--- config.mk ---
export PLATFORM = sky130hd
export DESIGN_NAME = ins_sequencer
export DESIGN_NICKNAME = d
export VERILOG_FILES = /design/src/rtl/ins_sequencer.sv
export SDC_FILE = /design/constraint.sdc
export NUM_CORES = 1
export LEC_CHECK = 0
export ABC_AREA = 1
export BUFFER_PORTS_ARGS = -buffer_cell sky130_fd_sc_hd__buf_2
export CORE_ASPECT_RATIO = 0.9
export CORE_MARGIN = 1
export CORE_UTILIZATION = 35
export CTS_CLUSTER_SIZE = 8
export DETAILED_ROUTE_END_ITERATION = 10
export GPL_TIMING_DRIVEN = 0
export PLACE_DENSITY = 0.68
export SETUP_SLACK_MARGIN = 0.1
export SYNTH_ARGS = -nofsm -noshare
export SYNTH_HDL_FRONTEND = slang
export SYNTH_SLANG_ARGS = --single-unit
--- constraint.sdc ---
create_clock -name clk -period 1.8 [get_ports clk]
set_input_delay 0.36 -clock clk [delete_from_list [all_inputs] [get_ports clk]]
set_output_delay 0.36 -clock clk [all_outputs]
set_load 0.01 [all_outputs]
--- src/rtl/ins_sequencer.sv ---
// -----------------------------------------------------------------------------
// ins_sequencer
//
// Program sequencer for the Saber instruction ROM. It walks the ROM from
// START_ADDR, waits out the ROM read latency, decodes each 37-bit word
// {we1, we0, op3[9:0], op2[9:0], op1[9:0], ins[4:0]} and issues it to the
// datapath as a one-cycle ins_valid strobe. It then waits for ins_done before
// fetching the next word.
//
// ROM timing: rom_address changes on the clock edge that enters FETCH. The word
// is captured on the ROM_LAT-th rising edge after that. ROM_LAT=1 therefore
// suits a combinational ROM. ROM_LAT=2 suits a ROM with one output register,
// such as a block RAM fed directly from rom_address.
//
// Instruction classes:
//   ins = 0  (NOP)  : issued, then the next word is fetched without waiting.
//   ins = 31 (HALT) : issued with a done pulse, then the block returns to idle.
//   any other       : issued, then the block waits for ins_done.
// Stepping past the last ROM address without a HALT sets error and returns
// to idle. The pc does not wrap to 0.
//
// Optional feature (macro SEQ_TIMEOUT_EN):
//   When defined, a watchdog counts the cycles spent waiting for ins_done.
//   After TIMEOUT_CYCLES such cycles with no ins_done, it sets error and
//   returns to idle. When undefined, WAIT blocks until ins_done arrives.
//
// Parameters:
//   ADDR_W          ROM address width; the program space is 0..2^ADDR_W-1
//   START_ADDR      first address fetched after start
//   ROM_LAT         cycles from a rom_address change to a valid rom_data (1..3)
//   TIMEOUT_CYCLES  watchdog limit in WAIT (used only with SEQ_TIMEOUT_EN)
//
// Ports:
//   clk          in   1       system clock, rising edge
//   rst_n        in   1       asynchronous reset, active low
//   start        in   1       request to run the program from START_ADDR
//   rom_address  out  ADDR_W  instruction ROM address
//   rom_data     in   37      ROM word, valid ROM_LAT cycles after the address
//   ins_valid    out  1       one-cycle issue strobe to the datapath
//   ins_code     out  5       decoded ins field
//   op1/op2/op3  out  10      decoded operand fields
//   we0/we1      out  1       decoded write enables
//   ins_done     in   1       datapath completion; honoured only in WAIT
//   busy         out  1       high from start acceptance until the return to idle
//   done         out  1       one-cycle pulse issued together with a HALT
//   error        out  1       sticky overrun/timeout flag; cleared by the next start
// -----------------------------------------------------------------------------
module ins_sequencer #(
  parameter int ADDR_W         = 6,
  parameter int START_ADDR     = 0,
  parameter int ROM_LAT        = 1,
  parameter int TIMEOUT_CYCLES = 4096
) (
  input  logic              clk,
  input  logic              rst_n,
  input  logic              start,
  output logic [ADDR_W-1:0] rom_address,
  input  logic [36:0]       rom_data,
  output logic              ins_valid,
  output logic [4:0]        ins_code,
  output logic [9:0]        op1,
  output logic [9:0]        op2,
  output logic [9:0]        op3,
  output logic              we0,
  output logic              we1,
  input  logic              ins_done,
  output logic              busy,
  output logic              done,
  output logic              error
);

  typedef enum logic [1:0] {
    S_IDLE,
    S_FETCH,
    S_ISSUE,
    S_WAIT
  } state_t;

  localparam logic [4:0]        INS_NOP  = 5'd0;
  localparam logic [4:0]        INS_HALT = 5'd31;
  localparam logic [ADDR_W-1:0] PC_START = ADDR_W'(START_ADDR);
  localparam logic [ADDR_W-1:0] PC_LAST  = {ADDR_W{1'b1}};
  // Two bits cover the supported latency range of 1..3.
  localparam int                LAT_W    = 2;
  localparam logic [LAT_W-1:0]  LAT_LAST = LAT_W'(ROM_LAT - 1);

  state_t            state_q, state_d;
  logic [ADDR_W-1:0] pc_q, pc_d;
  logic [LAT_W-1:0]  lat_q, lat_d;
  logic              error_q, error_d;

  // Decoded fields. They are loaded only on the last FETCH cycle, so they stay
  // stable from one ISSUE to the next.
  logic [4:0]        ins_q;
  logic [9:0]        op1_q, op2_q, op3_q;
  logic              we0_q, we1_q;

  logic              latch_en;
  logic              advance;
  logic              wd_expired;

  // ---------------------------------------------------------------------------
  // Watchdog
  // ---------------------------------------------------------------------------
`ifdef SEQ_TIMEOUT_EN
  localparam int WD_W = $clog2(TIMEOUT_CYCLES + 1);

  logic [WD_W-1:0] wd_q, wd_d;

  // The counter is held at zero outside WAIT. That clears it on every entry
  // to WAIT.
  always_comb begin
    wd_d = '0;
    if (state_q == S_WAIT) begin
      wd_d = wd_q + WD_W'(1);
    end
  end

  always_ff @(posedge clk or negedge rst_n) begin
    if (!rst_n) begin
      wd_q <= '0;
    end else begin
      wd_q <= wd_d;
    end
  end

  // The watchdog fires during the TIMEOUT_CYCLES-th consecutive WAIT cycle.
  assign wd_expired = (state_q == S_WAIT) && (wd_q == WD_W'(TIMEOUT_CYCLES - 1));
`else
  logic unused_timeout_cfg;

  assign wd_expired         = 1'b0;
  assign unused_timeout_cfg = (TIMEOUT_CYCLES != 0);
`endif

  // ---------------------------------------------------------------------------
  // Next-state logic
  // ---------------------------------------------------------------------------
  always_comb begin
    state_d  = state_q;
    pc_d     = pc_q;
    lat_d    = lat_q;
    error_d  = error_q;
    latch_en = 1'b0;
    advance  = 1'b0;

    case (state_q)
      S_IDLE: begin
        // A start is seen only here. A start raised while a program runs,
        // including in the HALT issue cycle, has no effect.
        if (start) begin
          pc_d    = PC_START;
          lat_d   = '0;
          error_d = 1'b0;
          state_d = S_FETCH;
        end
      end

      S_FETCH: begin
        if (lat_q == LAT_LAST) begin
          latch_en = 1'b1;
          state_d  = S_ISSUE;
        end else begin
          lat_d = lat_q + LAT_W'(1);
        end
      end

      S_ISSUE: begin
        if (ins_q == INS_NOP) begin
          advance = 1'b1;
        end else if (ins_q == INS_HALT) begin
          // The pc stays on the HALT word.
          state_d = S_IDLE;
        end else begin
          state_d = S_WAIT;
        end
      end

      S_WAIT: begin
        if (ins_done) begin
          advance = 1'b1;
        end else if (wd_expired) begin
          error_d = 1'b1;
          state_d = S_IDLE;
        end
      end

      default: begin
        state_d = S_IDLE;
      end
    endcase

    // Move to the next word. Running off the end of the ROM is an error, not a
    // wrap to address 0.
    if (advance) begin
      if (pc_q == PC_LAST) begin
        error_d = 1'b1;
        state_d = S_IDLE;
      end else begin
        pc_d    = pc_q + ADDR_W'(1);
        lat_d   = '0;
        state_d = S_FETCH;
      end
    end
  end

  // ---------------------------------------------------------------------------
  // State registers
  // ---------------------------------------------------------------------------
  always_ff @(posedge clk or negedge rst_n) begin
    if (!rst_n) begin
      state_q <= S_IDLE;
      pc_q    <= PC_START;
      lat_q   <= '0;
      error_q <= 1'b0;
    end else begin
      state_q <= state_d;
      pc_q    <= pc_d;
      lat_q   <= lat_d;
      error_q <= error_d;
    end
  end

  always_ff @(posedge clk or negedge rst_n) begin
    if (!rst_n) begin
      ins_q <= '0;
      op1_q <= '0;
      op2_q <= '0;
      op3_q <= '0;
      we0_q <= 1'b0;
      we1_q <= 1'b0;
    end else if (latch_en) begin
      ins_q <= rom_data[4:0];
      op1_q <= rom_data[14:5];
      op2_q <= rom_data[24:15];
      op3_q <= rom_data[34:25];
      we0_q <= rom_data[35];
      we1_q <= rom_data[36];
    end
  end

  // ---------------------------------------------------------------------------
  // Outputs
  // ---------------------------------------------------------------------------
  assign rom_address = pc_q;
  assign ins_valid   = (state_q == S_ISSUE);
  assign ins_code    = ins_q;
  assign op1         = op1_q;
  assign op2         = op2_q;
  assign op3         = op3_q;
  assign we0         = we0_q;
  assign we1         = we1_q;
  assign busy        = (state_q != S_IDLE);
  assign done        = (state_q == S_ISSUE) && (ins_q == INS_HALT);
  assign error       = error_q;

endmodule

# Word-level counts from Yosys, hierarchy flattened
# Cells that the tools add are included.
# W data, S select, Z words.
[totals] input_bits=41 register_bits=48 elab_cells=52
[op_classes] eq_ne=9 addsub=2 mux=25 n_reduce_logical=6
[op_table] cell="$mux W6" count=4
[op_table] cell="$mux W2" count=9
[op_table] cell="$mux W1" count=9
[op_table] cell="$ne A3 B3 Y1 const B" count=3
[op_table] cell="$add A6 B1 Y6 const B" count=1
[op_table] cell="$eq A6 B6 Y1 const B" count=1
[op_table] cell="$pmux W2 S3" count=1
[op_table] cell="$eq A5 B5 Y1 const B" count=1
[op_table] cell="$logic_not A5 Y1" count=1
[op_table] cell="$eq A2 B2 Y1 const B" count=2
[op_table] cell="$logic_not A2 Y1" count=2
[op_table] cell="$pmux W2 S2" count=1
[op_table] cell="$reduce_and A4 Y1" count=1
[op_table] cell="$add A2 B1 Y2 const B" count=1
[op_table] cell="$eq A2 B1 Y1 const B" count=1
[op_table] cell="$ne A2 B2 Y1 const B" count=1
[op_table] cell="$pmux W1 S2" count=1
[op_table] cell="$reduce_bool A2 Y1" count=1
[op_table] cell="$logic_and A1 B1 Y1" count=1

# Longest topological paths before layout
# Gate-level depths: netlist of run 1.
[depth] depth_word=5 depth_mapped=10 mapped_depth_nobuf=10

# Least setup slack after synthesis of run 1
# OpenSTA, ideal clock, no wires.
[synth_timing] path_type="register to output" from="reg state_q[0]" to="out done" path_slack_ns=0.313 stages_incl_launch_ff=5 required_ns=1.440 n_path_buf=0 t_arrival_ns=1.127 path_cell_list="dfrtp_1 inv_1 ha_1 inv_1 nor3_1"
[synth_between] elab_chain_len=2
[synth_lines] element="start: declaration" line="87" rtl="state_t state_q, state_d;"
[synth_lines] element="start signal: assignment" line="217" rtl="state_q <= state_d;"
[synth_lines] element="$eq A2 B2 Y1"
[synth_lines] element="net ins_valid" line="59" rtl="output logic ins_valid,"
[synth_lines] element="$logic_and A1 B1 Y1" line="254" rtl="assign done = (state_q == S_ISSUE) && (ins_q == INS_HALT);"
[synth_lines] element="end: declaration" line="68" rtl="output logic done,"
# The timed path passes the listed nets, and every way through them passes these cells.

# Final worst setup path of run 1
[layout_timing] from="reg state_q[0]" to="out done"
[layout_between] elab_chain_len=2
[layout_lines] element="$eq A2 B2 Y1" line="254"
[layout_lines] element="$logic_and A1 B1 Y1" line="254"
# Every way passes these cells.

==> metrics.cfg, run 1 <==
[outcome]
status=finished, final reports clean

[sta]
setup_violators_final=0
skew_ns=0.00553
period_share=0.939
fmax_ghz=0.592
setup-tns-final_ns=0
report.final.slew_viol_count=0
worst_slew_margin_rel=0.302
worst_max_slew_pin_slew_ns=1.05
rsz0062_at_grt=yes
period_minus_slack_ns=1.69
finalHoldWorstSlack_ns=0.254
timing_hold_violations_final=0

[place]
placedInstanceArea_sq_um=2710
detailed_place_hpwl_mm=3.18
place_congestion=0.796
portBuffers=87

[critical_path]
critPathKind=reg2out
cp_max_fo=4
timing.critical_path.required_ns=1.44
rr_endpoint=rom_address[3]$_DFF_PN0_
start_kind=flip-flop
worst_r2r_path_depth=10
max_stage_delay_ns=0.39
regToRegSetupSlack_ns=0.23
timing.critical_path.cells=inv_1 -> ha_2 -> inv_2 -> nor3_4 -> buf_2
end_kind=primary output
critical_path.slowest_cell=sky130_fd_sc_hd__dfrtp_1
worst_r2r_startpoint=state_q[0]$_DFFE_PN0P_
critPathLaunch=state_q[0]$_DFFE_PN0P_
critical_path_arrival_ns=1.33

[hold_path]
hold_path.class=in2async

[clock_tree]
cts_buffer_depth=2
clock_insertion_delay_worst_skew_ns=0.29
cts-htree-levels=2
sink_count=48
cts-buffers-inserted=5
tritoncts_clock_tree=built
worst_setup_hold_path_clk_slew_ns=0.09
cts_root_cell=sky130_fd_sc_hd__clkbuf_8

[layout]
layout.nets=311
final_layout_size_suffix_gt1_frac=0.545
leading_cell_type_in_the_layout_fill_and_taps_excluded=sky130_fd_sc_hd__buf_2
antenna_cells=0
area_delta_synth_final_pct=31.2
most-common-layout-cells=sky130_fd_sc_hd__buf_2, sky130_fd_sc_hd__dfrtp_1, sky130_fd_sc_hd__mux2_4, sky130_fd_sc_hd__nand2_1, sky130_fd_sc_hd__nor2_1
design_area_sq_um=2870

[routing]
drt-wirelength-per-cell_um=12.9
dr.pass1.iters=4
final_antenna_net_count=0
drc=0
postRouteWirelength_mm=4.29
detail_route.vias_per_cell=4.70
drt_iter0_drc=42
via_count=1569

[power]
power.leakage_uw=0.00152
p_int_uw=3370
p_switching_uw=1710
sw_frac_of_total=0.337
power_frac_seq=0.364
combinational_group_share_of_total_power=0.473
p_clk_frac=0.163
power_density_nw_per_um2=1770
worst_ir_drop_vdd_v=0.000656

[yosys]
seq_area_frac_synth=0.549
synth_top_area_share=0.549
synth.ff_latch_count=48
net_count_of_the_mapped_netlist=215
synth_largest_area_cell=sky130_fd_sc_hd__dfrtp_1
ys_types=20
netlist_area_sq_um=2190
synth_cells=167
synthesis.yosys.warnings=0
synth.area.top_cells=sky130_fd_sc_hd__dfrtp_1, sky130_fd_sc_hd__mux2_4, sky130_fd_sc_hd__ha_1, sky130_fd_sc_hd__mux2_2, sky130_fd_sc_hd__nand2_1
synth.avg_cell_area_sq_um=13.1

[floorplan]
dieWidth_um=85.4
core.rowCount=26
initial_utilization=0.374
die-height_um=77.0
coreArea_sq_um=5860
pin_count=88
fp.dieArea_sq_um=6570

[global_route]
number_of_global_route_vias_before_repair=1555
initial_antenna_violation_count=0
grt_pass1_wl_mm=7.09
largest_net_degree_at_the_start_of_global_routing=49
grt_remaining_overflow=0
global_route.usage.total=0.136

[job]
max_cap_viols=0

==> per-layer routing <==
metal	share of wire	vias up	track usage
li1	-	753	-
met1	0.43	757	0.173
met2	0.51	57	0.231
met3	0.057	2	0.0377
met5	0	-	0
met4	0.0040	0	0.0300
==> repair_timing <==
action,4_1_cts,5_1_grt
hold buffers,0,0
resized for setup,1,5
buffers inserted,1,1
pin swaps,1,1
setup endpoints to repair,1,35
==> stage by stage <==
| stage | util | total power, uW | cells | setup WS [ns] |
|---|---|---|---|---|
| after floorplan | - | 3490 | 167 | 0.313 |
| after global placement | 0.463 | 4200 | 324 | 0.156 |
| after detailed placement | 0.463 | 4260 | 324 | 0.165 |
| after CTS | 0.487 | 5140 | 333 | 0.116 |
| after global routing | 0.490 | 5440 | 334 | 0.0219 |
| final | 0.490 | 5080 | 334 | 0.110 |
==> area by class of cell <==
cell class / count / area, sq um
Multi-Input combinational cell: 104 / 927
Inverter: 12 / 45.0
Clock inverter: 1 / 30.0
Tap cell: 70 / 87.6
Fill cell: 543 / 2980
Clock buffer: 7 / 96.3
Buffer: 3 / 33.8
Timing Repair Buffer: 89 / 450
Sequential cell: 48 / 1200
==> sequential cells by signal, summed over array words and instances, names as in the netlist <==
name and cells:
we0 1, op2 10, op1 10, ins_code 5, error 1, lat_q 2
op3 10, we1 1, state_q 2, rom_address 6
==> cells by family after synthesis <==
kind of cell,after synthesis,share of synthesized area
multiplexers,37,0.242
adder cells (fa/ha/maj),7,0.0400
XOR/XNOR,3,0.0120
flip-flops,48,0.549
AND/OR/NAND/NOR,45,0.0903
AO/OA/AOI/OAI,12,0.0309
buffers and inverters,15,0.0360
==> worst max-delay path: cells and delay by family, from the launching register on <==
kind                       cells  cell delay, ns
and+or+nand+nor                1            0.16
DFF                            1            0.39
adders and majority gates      1            0.19
buffers and inverters          3            0.30
==> cell usage after synthesis <==
cell	count
sky130_fd_sc_hd__mux2_4	30
sky130_fd_sc_hd__nand3_1	11
sky130_fd_sc_hd__o21ai_1	1
sky130_fd_sc_hd__inv_1	12
sky130_fd_sc_hd__ha_1	7
sky130_fd_sc_hd__dfrtp_1	48
sky130_fd_sc_hd__a21oi_1	2
sky130_fd_sc_hd__nand2_4	1
sky130_fd_sc_hd__o21ai_0	6
sky130_fd_sc_hd__nand2_2	1
sky130_fd_sc_hd__a22oi_1	2
sky130_fd_sc_hd__xor2_1	1
sky130_fd_sc_hd__nand2_1	17
sky130_fd_sc_hd__mux2_2	7
sky130_fd_sc_hd__buf_6	3
sky130_fd_sc_hd__nor2_1	13
sky130_fd_sc_hd__xnor2_1	2
sky130_fd_sc_hd__nand3b_1	1
sky130_fd_sc_hd__nor3_1	1
sky130_fd_sc_hd__o21bai_1	1
==> worst max path at each step <==
stage                                    end
final                                   done
after global routing                    done
after CTS                               done
after detailed placement  op1[7]$_DFFE_PN0P_
after global placement    op3[5]$_DFFE_PN0P_
after floorplan                         done
==> power groups by stage <==
stage	Sequential (uW)	Combinational, uW	Clock (uW)
after floorplan	2060	1430	0
after global placement	1850	2350	0
after detailed placement	1870	2390	0
after CTS	1850	2420	866
after global routing	1920	2620	909
final	1850	2400	828
Note: power is estimated with default switching activity, not from simulation.
==> inputs of run 2 (changes only) <==
- MAX_ROUTING_LAYER: not set -> met4
- SETUP_SLACK_MARGIN: 0.1 -> 0.3
==> metrics.cfg, run 2 (synthesis results as in run 1) <==
[global_route]
number_of_global_route_vias_before_repair=1641
grt_remaining_overflow=0
grt.met2_usage=0.252
largest_net_degree_at_the_start_of_global_routing=49
global_route.usage.total=0.146
gr_busiest_metal=met2
grt_pass1_wl_mm=7.36
grt_use_met3=0.0355
grt_use_met1=0.173
initial_antenna_violation_count=0

[hold_path]
hold_path.class=in2async

[power]
p_switching_uw=1820
sw_frac_of_total=0.335
power.leakage_uw=0.00159
power_density_nw_per_um2=1770
worst_ir_drop_vdd_v=0.000683
p_int_uw=3610
combinational_group_share_of_total_power=0.505
power_frac_seq=0.342
p_clk_frac=0.153

[floorplan]
core.rowCount=26
fp.dieArea_sq_um=6570
dieWidth_um=85.4
coreArea_sq_um=5860
pin_count=88
die-height_um=77.0
initial_utilization=0.374

[place]
place_congestion=0.807
placedInstanceArea_sq_um=2710
detailed_place_hpwl_mm=3.18
portBuffers=87

[routing]
detail_route.vias_per_cell=4.67
drt-wirelength-per-cell_um=13.2
drt_iter0_drc=54
drc=0
via_count=1615
postRouteWirelength_mm=4.57
final_antenna_net_count=0
dr.pass1.iters=4

[critical_path]
critPathKind=reg2out
start_kind=flip-flop
worst_r2r_startpoint=state_q[1]$_DFFE_PN0P_
regToRegSetupSlack_ns=0.24
critPathLaunch=state_q[0]$_DFFE_PN0P_
critical_path_arrival_ns=1.25
timing.critical_path.required_ns=1.44
end_kind=primary output
cp_max_fo=3

[clock_tree]
cts-htree-levels=2
tritoncts_clock_tree=built
clock_insertion_delay_worst_skew_ns=0.29
cts_root_cell=sky130_fd_sc_hd__clkbuf_8
cts_buffer_depth=2
worst_setup_hold_path_clk_slew_ns=0.08
holdBufCountCts=0
cts-buffers-inserted=5
sink_count=48

[layout]
area_delta_synth_final_pct=40.4
most-common-layout-cells=sky130_fd_sc_hd__buf_2, sky130_fd_sc_hd__dfrtp_1, sky130_fd_sc_hd__mux2_4, sky130_fd_sc_hd__nand2_1, sky130_fd_sc_hd__nor2_1
leading_cell_type_in_the_layout_fill_and_taps_excluded=sky130_fd_sc_hd__buf_2
layout.nets=323
antenna_cells=0
design_area_sq_um=3070
filler_cell_count=528
final_layout_size_suffix_gt1_frac=0.605

[job]
max_cap_viols=0

[sta]
worst_max_slew_pin_slew_ns=1.04
skew_ns=0.00459
period_minus_slack_ns=1.61
period_share=0.895
fmax_ghz=0.621
setup-tns-final_ns=0
setup_violators_final=0
report.final.slew_viol_count=0
timing_hold_violations_final=0
worst_slew_margin_rel=0.304
rsz0062_at_grt=yes

[outcome]
status=finished, final reports clean

==> run 2: final timing paths <==
path | endpoint | cells past startpoint
worst max-delay path | done | 5
worst min-delay path | rom_address[0]$_DFF_PN0_ | 1
worst max register to register | state_q[0]$_DFFE_PN0P_ | 11
worst min register to register | error$_DFF_PN0_ | 2
max in group asynchronous | state_q[1]$_DFFE_PN0P_ | 1
min in group clk | we0$_DFFE_PN0P_ | 2
==> run 2: layout make-up <==
type / instances / area, sq um / area share
Timing Repair Buffer: 101 / 559 / 0.182
Multi-Input combinational cell: 104 / 990 / 0.322
Clock inverter: 1 / 30.0 / 0.00977
Tap cell: 70 / 87.6 / 0.0285
Clock buffer: 7 / 96.3 / 0.0314
Buffer: 3 / 60.1 / 0.0195
Sequential cell: 48 / 1200 / 0.391
Inverter: 12 / 47.5 / 0.0155
==> run 2: routing by layer <==
metal | up-vias | wire length (um)
met3 | 2 | 213
met5 | - | 0
met1 | 787 | 1980
li1 | 771 | -
met4 | 0 | 17
met2 | 55 | 2360
==> run 2: metrics by stage <==
step / instances / setup WS, ns / hold slack (ns) / total power, uW / utilization
final: 346 / 0.189 / 0.254 / 5420 / 0.525
after global routing: 346 / 0.133 / 0.282 / 5790 / 0.525
after CTS: 343 / 0.207 / 0.282 / 5370 / 0.512
after detailed placement: 324 / 0.165 / 0.480 / 4260 / 0.463
after global placement: 324 / 0.156 / 0.474 / 4200 / 0.463
after floorplan: 167 / 0.313 / 0.0644 / 3490 / -
==> run 2: power by group through the flow <==
stage               clock [uW]  combinational (uW)  sequential [uW]
floorplan                    0                1430             2060
global placement             0                2350             1850
detailed placement           0                2390             1870
CTS                        866                2650             1850
global route               907                2960             1920
finish                     828                2740             1850
==> run 2: worst max-delay path: stages (launching register included) <==
cell and delay (ns):
sky130_fd_sc_hd__dfrtp_1 0.40, sky130_fd_sc_hd__inv_2 0.09, sky130_fd_sc_hd__ha_4 0.15, sky130_fd_sc_hd__inv_4 0.04, sky130_fd_sc_hd__nor3_4 0.12, sky130_fd_sc_hd__buf_2 0.16
==> run 2: what timing repair did <==
item                       4_1_cts  5_1_grt
setup endpoints to repair       42       48
resized for setup               21       13
buffers inserted                11        3
pin swaps                        6        3
